<file path="config.mk">
export PLATFORM = sky130hd
export DESIGN_NAME = uart_cmd_responder
export DESIGN_NICKNAME = d
export VERILOG_FILES = /design/src/rtl/uart_cmd_responder.sv
export SDC_FILE = /design/constraint.sdc
export NUM_CORES = 1
export LEC_CHECK = 0
export CAP_MARGIN = 20
export CORE_MARGIN = 2
export CORE_UTILIZATION = 48
export CTS_CLUSTER_DIAMETER = 200
export DETAILED_ROUTE_END_ITERATION = 12
export GPL_TIMING_DRIVEN = 0
export PLACE_DENSITY = 0.84
export SLEW_MARGIN = 5
export SYNTH_ARGS = -nofsm -noshare
export SYNTH_HDL_FRONTEND = slang
export SYNTH_SLANG_ARGS = --single-unit
</file>
<file path="constraint.sdc">
create_clock -name clk -period 3.7 [get_ports clk]
set_input_delay 0.74 -clock clk [delete_from_list [all_inputs] [get_ports clk]]
set_output_delay 0.74 -clock clk [all_outputs]
set_load 0.05 [all_outputs]
</file>
<file path="src/rtl/uart_cmd_responder.sv">
// rtl/uart_cmd_responder.sv - byte-command responder: parses W/R frames from the uart receiver,
// accesses a small register file and returns one reply byte through the uart transmitter.
module uart_cmd_responder #(
    parameter int AW      = 3,
    parameter int TIMEOUT = 50000
) (
    input  logic                  clk,
    input  logic                  rst,
    input  logic                  received,
    input  logic [7:0]            rx_byte,
    input  logic                  recv_error,
    input  logic                  is_transmitting,
    output logic                  transmit,
    output logic [7:0]            tx_byte,
    output logic [8*(2**AW)-1:0]  regs,
    output logic                  busy,
    output logic [7:0]            err_cnt
);

    localparam int NREG = 2 ** AW;
    localparam int TW   = (TIMEOUT > 1) ? $clog2(TIMEOUT + 1) : 1;
    localparam logic [TW-1:0] TMO_LAST = TW'((TIMEOUT > 0) ? TIMEOUT - 1 : 0);

    localparam logic [7:0] CH_W  = 8'h57;
    localparam logic [7:0] CH_R  = 8'h52;
    localparam logic [7:0] CH_K  = 8'h4B;
    localparam logic [7:0] CH_NG = 8'h3F;

    typedef enum logic [2:0] {
        S_IDLE, S_GET_ADDR, S_GET_DATA, S_EXEC, S_TX_START, S_TX_GUARD, S_TX_WAIT
    } state_t;

    typedef enum logic [1:0] {OP_W, OP_R, OP_BAD} op_t;

    state_t          state_q, state_d;
    op_t             op_q, op_d;
    logic [7:0]      addr_q, addr_d;
    logic [7:0]      data_q, data_d;
    logic [7:0]      tx_byte_q, tx_byte_d;
    logic [7:0]      err_cnt_q, err_cnt_d;
    logic [TW-1:0]   tmo_q, tmo_d;
    logic            guard_q, guard_d;
    logic [7:0]      regs_q [NREG];
    logic [7:0]      regs_d [NREG];

    logic            addr_ok;
    logic [7:0]      rd_data;
    logic            rx_ok;
    logic            in_frame;
    logic            tmo_fire;
    logic            overrun;
    logic            err_inc;

    // Upper address bits must be zero; out-of-range addresses never alias.
    assign addr_ok  = ((addr_q >> AW) == 8'd0);
    assign rd_data  = regs_q[addr_q[AW-1:0]];
    assign rx_ok    = received & ~recv_error;
    assign in_frame = (state_q == S_GET_ADDR) || (state_q == S_GET_DATA);
    assign tmo_fire = (TIMEOUT != 0) && in_frame && !received && (tmo_q == TMO_LAST);
    assign overrun  = received && (state_q inside {S_EXEC, S_TX_START, S_TX_GUARD, S_TX_WAIT});
    assign err_inc  = recv_error | tmo_fire | overrun;

    always_comb begin
        state_d   = state_q;
        op_d      = op_q;
        addr_d    = addr_q;
        data_d    = data_q;
        tx_byte_d = tx_byte_q;
        tmo_d     = '0;
        guard_d   = guard_q;
        transmit  = 1'b0;
        for (int k = 0; k < NREG; k++) regs_d[k] = regs_q[k];

        case (state_q)
            S_IDLE: begin
                if (rx_ok) begin
                    if (rx_byte == CH_W) begin
                        op_d    = OP_W;
                        state_d = S_GET_ADDR;
                    end else if (rx_byte == CH_R) begin
                        op_d    = OP_R;
                        state_d = S_GET_ADDR;
                    end else begin
                        op_d    = OP_BAD;
                        state_d = S_EXEC;
                    end
                end
            end
            S_GET_ADDR: begin
                if (recv_error || tmo_fire) begin
                    state_d = S_IDLE;
                end else if (rx_ok) begin
                    addr_d  = rx_byte;
                    state_d = (op_q == OP_W) ? S_GET_DATA : S_EXEC;
                end else begin
                    tmo_d = tmo_q + TW'(1);
                end
            end
            S_GET_DATA: begin
                if (recv_error || tmo_fire) begin
                    state_d = S_IDLE;
                end else if (rx_ok) begin
                    data_d  = rx_byte;
                    state_d = S_EXEC;
                end else begin
                    tmo_d = tmo_q + TW'(1);
                end
            end
            S_EXEC: begin
                case (op_q)
                    OP_W: begin
                        if (addr_ok) begin
                            regs_d[addr_q[AW-1:0]] = data_q;
                            tx_byte_d = CH_K;
                        end else begin
                            tx_byte_d = CH_NG;
                        end
                    end
                    OP_R:    tx_byte_d = addr_ok ? rd_data : CH_NG;
                    default: tx_byte_d = CH_NG;
                endcase
                state_d = S_TX_START;
            end
            S_TX_START: begin
                if (!is_transmitting) begin
                    transmit = 1'b1;
                    guard_d  = 1'b0;
                    state_d  = S_TX_GUARD;
                end
            end
            // The uart may need a couple of cycles to raise is_transmitting.
            S_TX_GUARD: begin
                guard_d = 1'b1;
                if (guard_q) state_d = S_TX_WAIT;
            end
            S_TX_WAIT: begin
                if (!is_transmitting) state_d = S_IDLE;
            end
            default: state_d = S_IDLE;
        endcase

        err_cnt_d = (err_inc && err_cnt_q != 8'hFF) ? err_cnt_q + 8'd1 : err_cnt_q;
    end

    always_ff @(posedge clk or posedge rst) begin
        if (rst) begin
            state_q   <= S_IDLE;
            op_q      <= OP_BAD;
            addr_q    <= 8'h00;
            data_q    <= 8'h00;
            tx_byte_q <= 8'h00;
            err_cnt_q <= 8'h00;
            tmo_q     <= '0;
            guard_q   <= 1'b0;
            for (int k = 0; k < NREG; k++) regs_q[k] <= 8'h00;
        end else begin
            state_q   <= state_d;
            op_q      <= op_d;
            addr_q    <= addr_d;
            data_q    <= data_d;
            tx_byte_q <= tx_byte_d;
            err_cnt_q <= err_cnt_d;
            tmo_q     <= tmo_d;
            guard_q   <= guard_d;
            for (int k = 0; k < NREG; k++) regs_q[k] <= regs_d[k];
        end
    end

    always_comb begin
        for (int k = 0; k < NREG; k++) regs[8*k +: 8] = regs_q[k];
    end

    assign tx_byte = tx_byte_q;
    assign busy    = (state_q != S_IDLE);
    assign err_cnt = err_cnt_q;

endmodule

</file>
### After elaboration in Yosys (flattened, before gate mapping)

Cells that the tools add are included.

* multiplexer cells: 30
* reductions and logical operators: 21
* equal/unequal tests: 17
* add/subtract/negate cells: 2
* bitwise operators: 6
* $lt $le $gt $ge: 2

Operator list (number)
* $bwmux W64: 1
* $mux W16: 3
* $mux W8: 4
* $bmux W8 S3: 1
* $demux W8 S3: 1
* $mux W3: 8
* $pmux W3 S7: 1
* $add A16 B1 Y16 const B: 1
* $eq A16 B16 Y1 const B: 1
* $eq A8 B7 Y1 const B: 2
* $pmux W8 S2: 1
* $eq A3 B3 Y1 const B: 3
* $reduce_and A3 Y1: 3
* $add A8 B1 Y8 const B: 1
* $logic_not A8 Y1: 1
* $mux W2: 4
* $ne A2 B2 Y1 const B: 4
* $ne A8 B8 Y1 const B: 1
* $mux W7: 1
* $eq A3 B2 Y1 const B: 2
* $ne A3 B2 Y1 const B: 2
* $reduce_and A6 Y1: 1
* $logic_and A1 B1 Y1: 5
* $ge A4 B4 Y1 const B: 1
* other kinds (18): 25

* register bits after elaboration: 118
* logic and storage cells: 94
* input bits: 13

### Depth between registers and ports, before layout

* depth after elaboration: 7
* mapped depth: 8
* gate-level depth less buffers: 6

### Worst setup path after synthesis

No wires, ideal clock.

* path kind: reg2reg
* from: register addr_q[7]
* to: register regs_q, in the netlist regs[40]
* setup time: 0.125 ns
* clock period less this slack: 2.318 ns
* arrival time: 2.193 ns
* path buffers: 1
* path slack: 1.382 ns
* stages on the path, launching flop included: 7
* data required time: 3.575 ns
* cells stage by stage: dfrtp_1 > or4_4 > nor4_4 > and2b_2 > and4b_1 > buf_4 > mux2_2

* cells in the longest elaborated chain, start to end: 2

Ends and longest elaborated chain
* from (decl): line 37 `logic [7:0] addr_q, addr_d;`
* from (signal assigned): line 159 `addr_q <= addr_d;`
* $logic_not A8 Y1: line 55 `assign addr_ok = ((addr_q >> AW) == 8'd0);`
* $reduce_and A3 Y1 (no line)
* to (decl): line 43 `logic [7:0] regs_q [NREG];`

Every way passes these cells.
A chain may end at the register's enable or synchronous reset.

### Worst setup path after layout

* from: input port is_transmitting
* to: output port transmit

* cells in the longest elaborated chain, start to end: 2

Ends and longest elaborated chain
* from (decl): line 12 `input logic is_transmitting,`
* $mux W1: line 125 `if (!is_transmitting) begin`
* $mux W1: line 74 `case (state_q)`
* to (decl): line 13 `output logic transmit,`

Every way passes these cells.

==> impl_metrics.csv <==
group,metric,value,unit
global_routing,wire_length_of_the_first_global_routing_pass,23200,um
timing,final_hold_viol_count,0,
clocking,root_buffer_cell,"sky130_fd_sc_hd__clkbuf_16",
global_routing,overall_routing_resource_usage,0.243,
yosys,mapped_cells,407,
die,start_util,0.497,
yosys,syn-cell-area,5460,sq um
clocking,clock_sink_count,118,
timing,slew-limit-headroom,0.461,
power_and_ir_drop,power_leakage,3.18,nW
detailed_routing,dr.pass1.iters,4,
setup_path,worstReg2RegStart,"addr_q[7]",
yosys,biggest_area_consumer_among_synthesized_cells,"sky130_fd_sc_hd__dfrtp_1",
yosys,synth.ff_latch_count,118,
clocking,cts.htree.levels,4,
yosys,synth_flop_cell,"sky130_fd_sc_hd__dfrtp_1",
setup_path,endpoint_kind,"output port",
clocking,clk_pin_slew_worst_paths,50,ps
detailed_routing,remaining_drc_errors,0,
detailed_routing,dr_total_vias,3952,
clocking,clk_buf_depth,2,
power_and_ir_drop,cellPowerDensity,727,nW/um^2
yosys,edff_count_synth,0,
timing,final_period_minus_worst_setup_slack,3040,ps
timing,report.final.setup_viol,0,
place,postPlaceCellArea,6630,sq um
die,floorplan.die.width,111,um
worst_hold_path,min-delay-start,"tmo_q[0]",
power_and_ir_drop,power.switching,0.00190,W
timing,clock_skew,8.01,ps
timing,setup-tns-final,0,ps
setup_path,crit_type,"input port to output port",
power_and_ir_drop,vdd_drop_max,0.000507,V
power_and_ir_drop,clockPowerShare,0.341,
die,placementRows,38,
setup_path,reg2regPathDepth,5,
clocking,cts_tree,"done",
power_and_ir_drop,power_switching_share,0.359,
setup_path,max_stage_delay,820,ps
yosys,post_synth.cell_area_avg,13.4,sq um
power_and_ir_drop,internal_power,0.00339,W
yosys,synth.yosys.warnings,0,
timing,tightest_slew,802,ps
detailed_routing,routed_wire_length_per_instance,21.0,um
cells_and_area,design_area,7280,sq um
cells_and_area,filler_cell_count,747,
setup_path,critPathLaunchType,"input port",
cells_and_area,layout-area-overhead-vs-synth,33.2,%
yosys,async_reset_ff_frac,1.00,
clocking,post_cts.repair.setup_buffers,0,
setup_path,crit_required,2960,ps
yosys,ys_seq_area_frac,0.541,
setup_path,critical-path-slowest-cell,"sky130_fd_sc_hd__clkdlybuf4s50_1",
clocking,cts_buffers,17,
yosys,synth_area_leaders,"sky130_fd_sc_hd__dfrtp_1, sky130_fd_sc_hd__mux2_2, sky130_fd_sc_hd__mux4_2, sky130_fd_sc_hd__nor2_1, sky130_fd_sc_hd__xnor2_1",
worst_hold_path,worst_hold_path_type,"flop to flop",
place,place.port_buffers,93,
worst_hold_path,worst_hold_path.num_cells,1,
yosys,synth_cell_type_count,48,
power_and_ir_drop,power.sequential.fraction,0.348,
yosys,synth_fp_nets,422,
clocking,worst_skew_pair.late_latency,420,ps
setup_path,timing.critical_path.fanout_max,2,
cells_and_area,instances_no_fill,675,
global_routing,number_of_global_route_vias_before_repair,4299,
global_routing,grt_start_max_net_pins,42,
global_routing,number_of_antenna_violations_at_the_first_check_in_global_routing,0,
timing,hold_slack,455,ps
timing,timing.fmax,329,MHz
timing,report.final.slew_viol_count,0,
setup_path,critPathMostFrequentCell,"sky130_fd_sc_hd__clkdlybuf4s50_1",
die,top_level_port_count,95,
global_routing,overflow,0,
place,place_congestion,0.837,
setup_path,worst_path_cell_trace,"clkdlybuf4s50_1 > nand3b_1 > nor2_1 > clkdlybuf4s50_1",
detailed_routing,drtAntennaViolNets,0,
detailed_routing,detail_route.vias_per_cell,5.85,
die,core_area,11000,sq um
cells_and_area,post_route_cells_drive_above_1_share,0.282,
yosys,synthDominantCellAreaShare,0.536,
flow_run,drv_cap,0,
die,die_area,12300,sq um
detailed_routing,detail_route.wirelength,14200,um
timing,grt_setup_unrepaired,"no",
clocking,cts-hold-fix-buffers,0,
cells_and_area,finalNetCount,537,
clocking,cts_resized,0,
timing,post-route-period-util,0.821,
worst_hold_path,hold-path-endpoint,"tmo_q[0]",
setup_path,regToRegEndpoint,"regs[18]",
setup_path,setup.reg_to_reg.worst_slack,890,ps
status,outcome,"complete, no violations",
setup_path,critPathArrivalTime,2300,ps
detailed_routing,detail_route.iter0.violations,235,
place,dp.cells,643,
power_and_ir_drop,power_frac_comb,0.311,
place,place.detailed.hpwl,9390,um
cells_and_area,diodes,0,
die,floorplan.die.height,111,um
-- cell usage after synthesis (3+ instances only) --
library cell / count
sky130_fd_sc_hd__and4b_1: 3
sky130_fd_sc_hd__and4_1: 3
sky130_fd_sc_hd__dfrtp_1: 117
sky130_fd_sc_hd__nand4_1: 8
sky130_fd_sc_hd__inv_1: 5
sky130_fd_sc_hd__nand3_1: 7
sky130_fd_sc_hd__o21ai_0: 3
sky130_fd_sc_hd__nor2b_1: 5
sky130_fd_sc_hd__xnor2_1: 14
sky130_fd_sc_hd__nand2_1: 17
sky130_fd_sc_hd__xor2_1: 9
sky130_fd_sc_hd__mux2_2: 85
sky130_fd_sc_hd__nor2_1: 34
sky130_fd_sc_hd__mux2i_1: 4
sky130_fd_sc_hd__nor3_1: 3
sky130_fd_sc_hd__clkbuf_1: 13
sky130_fd_sc_hd__a22o_1: 3
sky130_fd_sc_hd__a31oi_1: 4
sky130_fd_sc_hd__and3_1: 8
sky130_fd_sc_hd__nand3b_1: 3
sky130_fd_sc_hd__o22ai_1: 3
sky130_fd_sc_hd__a21oi_1: 5
sky130_fd_sc_hd__mux4_2: 16
-- layer usage --
layer | track usage | vias up | wire, um
li1 | - | 1724 | -
met5 | 0 | - | 0
met1 | 0.294 | 2033 | 5650
met4 | 0.109 | 0 | 307
met3 | 0.0765 | 35 | 1070
met2 | 0.399 | 160 | 7130
-- worst max-delay path by stage --
stage	startpoint	to	cells after the start
2_1_floorplan	addr_q[7]	regs[40]	6
3_3_place_gp	rst	regs[10]	2
3_5_place_dp	is_transmitting	transmit	4
4_1_cts	is_transmitting	transmit	4
5_1_grt	state_q[2]	transmit	4
6_report	is_transmitting	transmit	4
-- kinds of logic after synthesis --
group | synth area share
DFF | 0.541
and+or+nand+nor | 0.121
muxes | 0.251
AOI/OAI and AO/OA | 0.0293
xor gates and xnor gates | 0.0369
buffers and inverters | 0.0169
adders and majority gates | 0.00458
-- worst max-delay path: cells and delay by family --
kind / cells / cell delay (ps)
AND/OR/NAND/NOR: 2 / 310
buffers and inverters: 2 / 1240
-- registers in the layout (all words and copies together) (netlist names) --
signal   cells
err_cnt      8
regs        64
tx_byte      8
op_q         2
data_q       8
addr_q       8
state_q      3
tmo_q       16
guard_q      1
-- cell usage in the layout, fill, tap and decap left out, types with 3 or more instances in the layout --
cell type / instances
sky130_fd_sc_hd__dfrtp_1: 117
sky130_fd_sc_hd__clkdlybuf4s50_1: 93
sky130_fd_sc_hd__mux2_2: 85
sky130_fd_sc_hd__nor2_1: 34
sky130_fd_sc_hd__nand2_1: 17
sky130_fd_sc_hd__clkbuf_16: 17
sky130_fd_sc_hd__mux4_2: 16
sky130_fd_sc_hd__clkbuf_1: 14
sky130_fd_sc_hd__xnor2_1: 14
sky130_fd_sc_hd__xor2_1: 9
sky130_fd_sc_hd__and3_1: 8
sky130_fd_sc_hd__nand4_1: 8
sky130_fd_sc_hd__nand3_1: 7
sky130_fd_sc_hd__nor2b_1: 5
sky130_fd_sc_hd__a21oi_1: 5
sky130_fd_sc_hd__bufinv_16: 5
sky130_fd_sc_hd__inv_1: 4
sky130_fd_sc_hd__a31oi_1: 4
sky130_fd_sc_hd__mux2i_1: 4
sky130_fd_sc_hd__clkinv_2: 4
sky130_fd_sc_hd__nor3_1: 3
sky130_fd_sc_hd__nand3b_1: 3
sky130_fd_sc_hd__o21ai_0: 3
sky130_fd_sc_hd__and4b_1: 3
sky130_fd_sc_hd__and4_1: 3
sky130_fd_sc_hd__o22ai_1: 3
sky130_fd_sc_hd__a22o_1: 3
sky130_fd_sc_hd__clkinvlp_4: 3
sky130_fd_sc_hd__buf_12: 3
-- power groups by stage --
stage          sequential [W]  clock [W]  combinational (W)
2_1_floorplan         0.00219          0           0.000741
3_3_place_gp          0.00182          0            0.00159
3_5_place_dp          0.00184          0            0.00163
4_1_cts               0.00183    0.00182            0.00165
5_1_grt               0.00187    0.00188            0.00174
6_report              0.00184    0.00180            0.00165
-- per-stage QoR --
step	power, W	setup WS (ps)	utilization
after CTS	0.00530	654	0.663
after global routing	0.00550	557	0.663
final	0.00529	663	0.663
after global placement	0.00341	460	0.599
after detailed placement	0.00347	660	0.604
after floorplan	0.00293	1380	-
-- layout make-up --
cell class	count	area, sq um	area share
Sequential cell	118	2950	0.406
Clock buffer	19	443	0.0608
Timing Repair Buffer	96	991	0.136
Inverter	5	22.5	0.00309
Multi-Input combinational cell	267	2420	0.332
Clock inverter	13	203	0.0278
Buffer	17	73.8	0.0101
Tap cell	140	175	0.0241
Power figures use the tool's default switching activity.
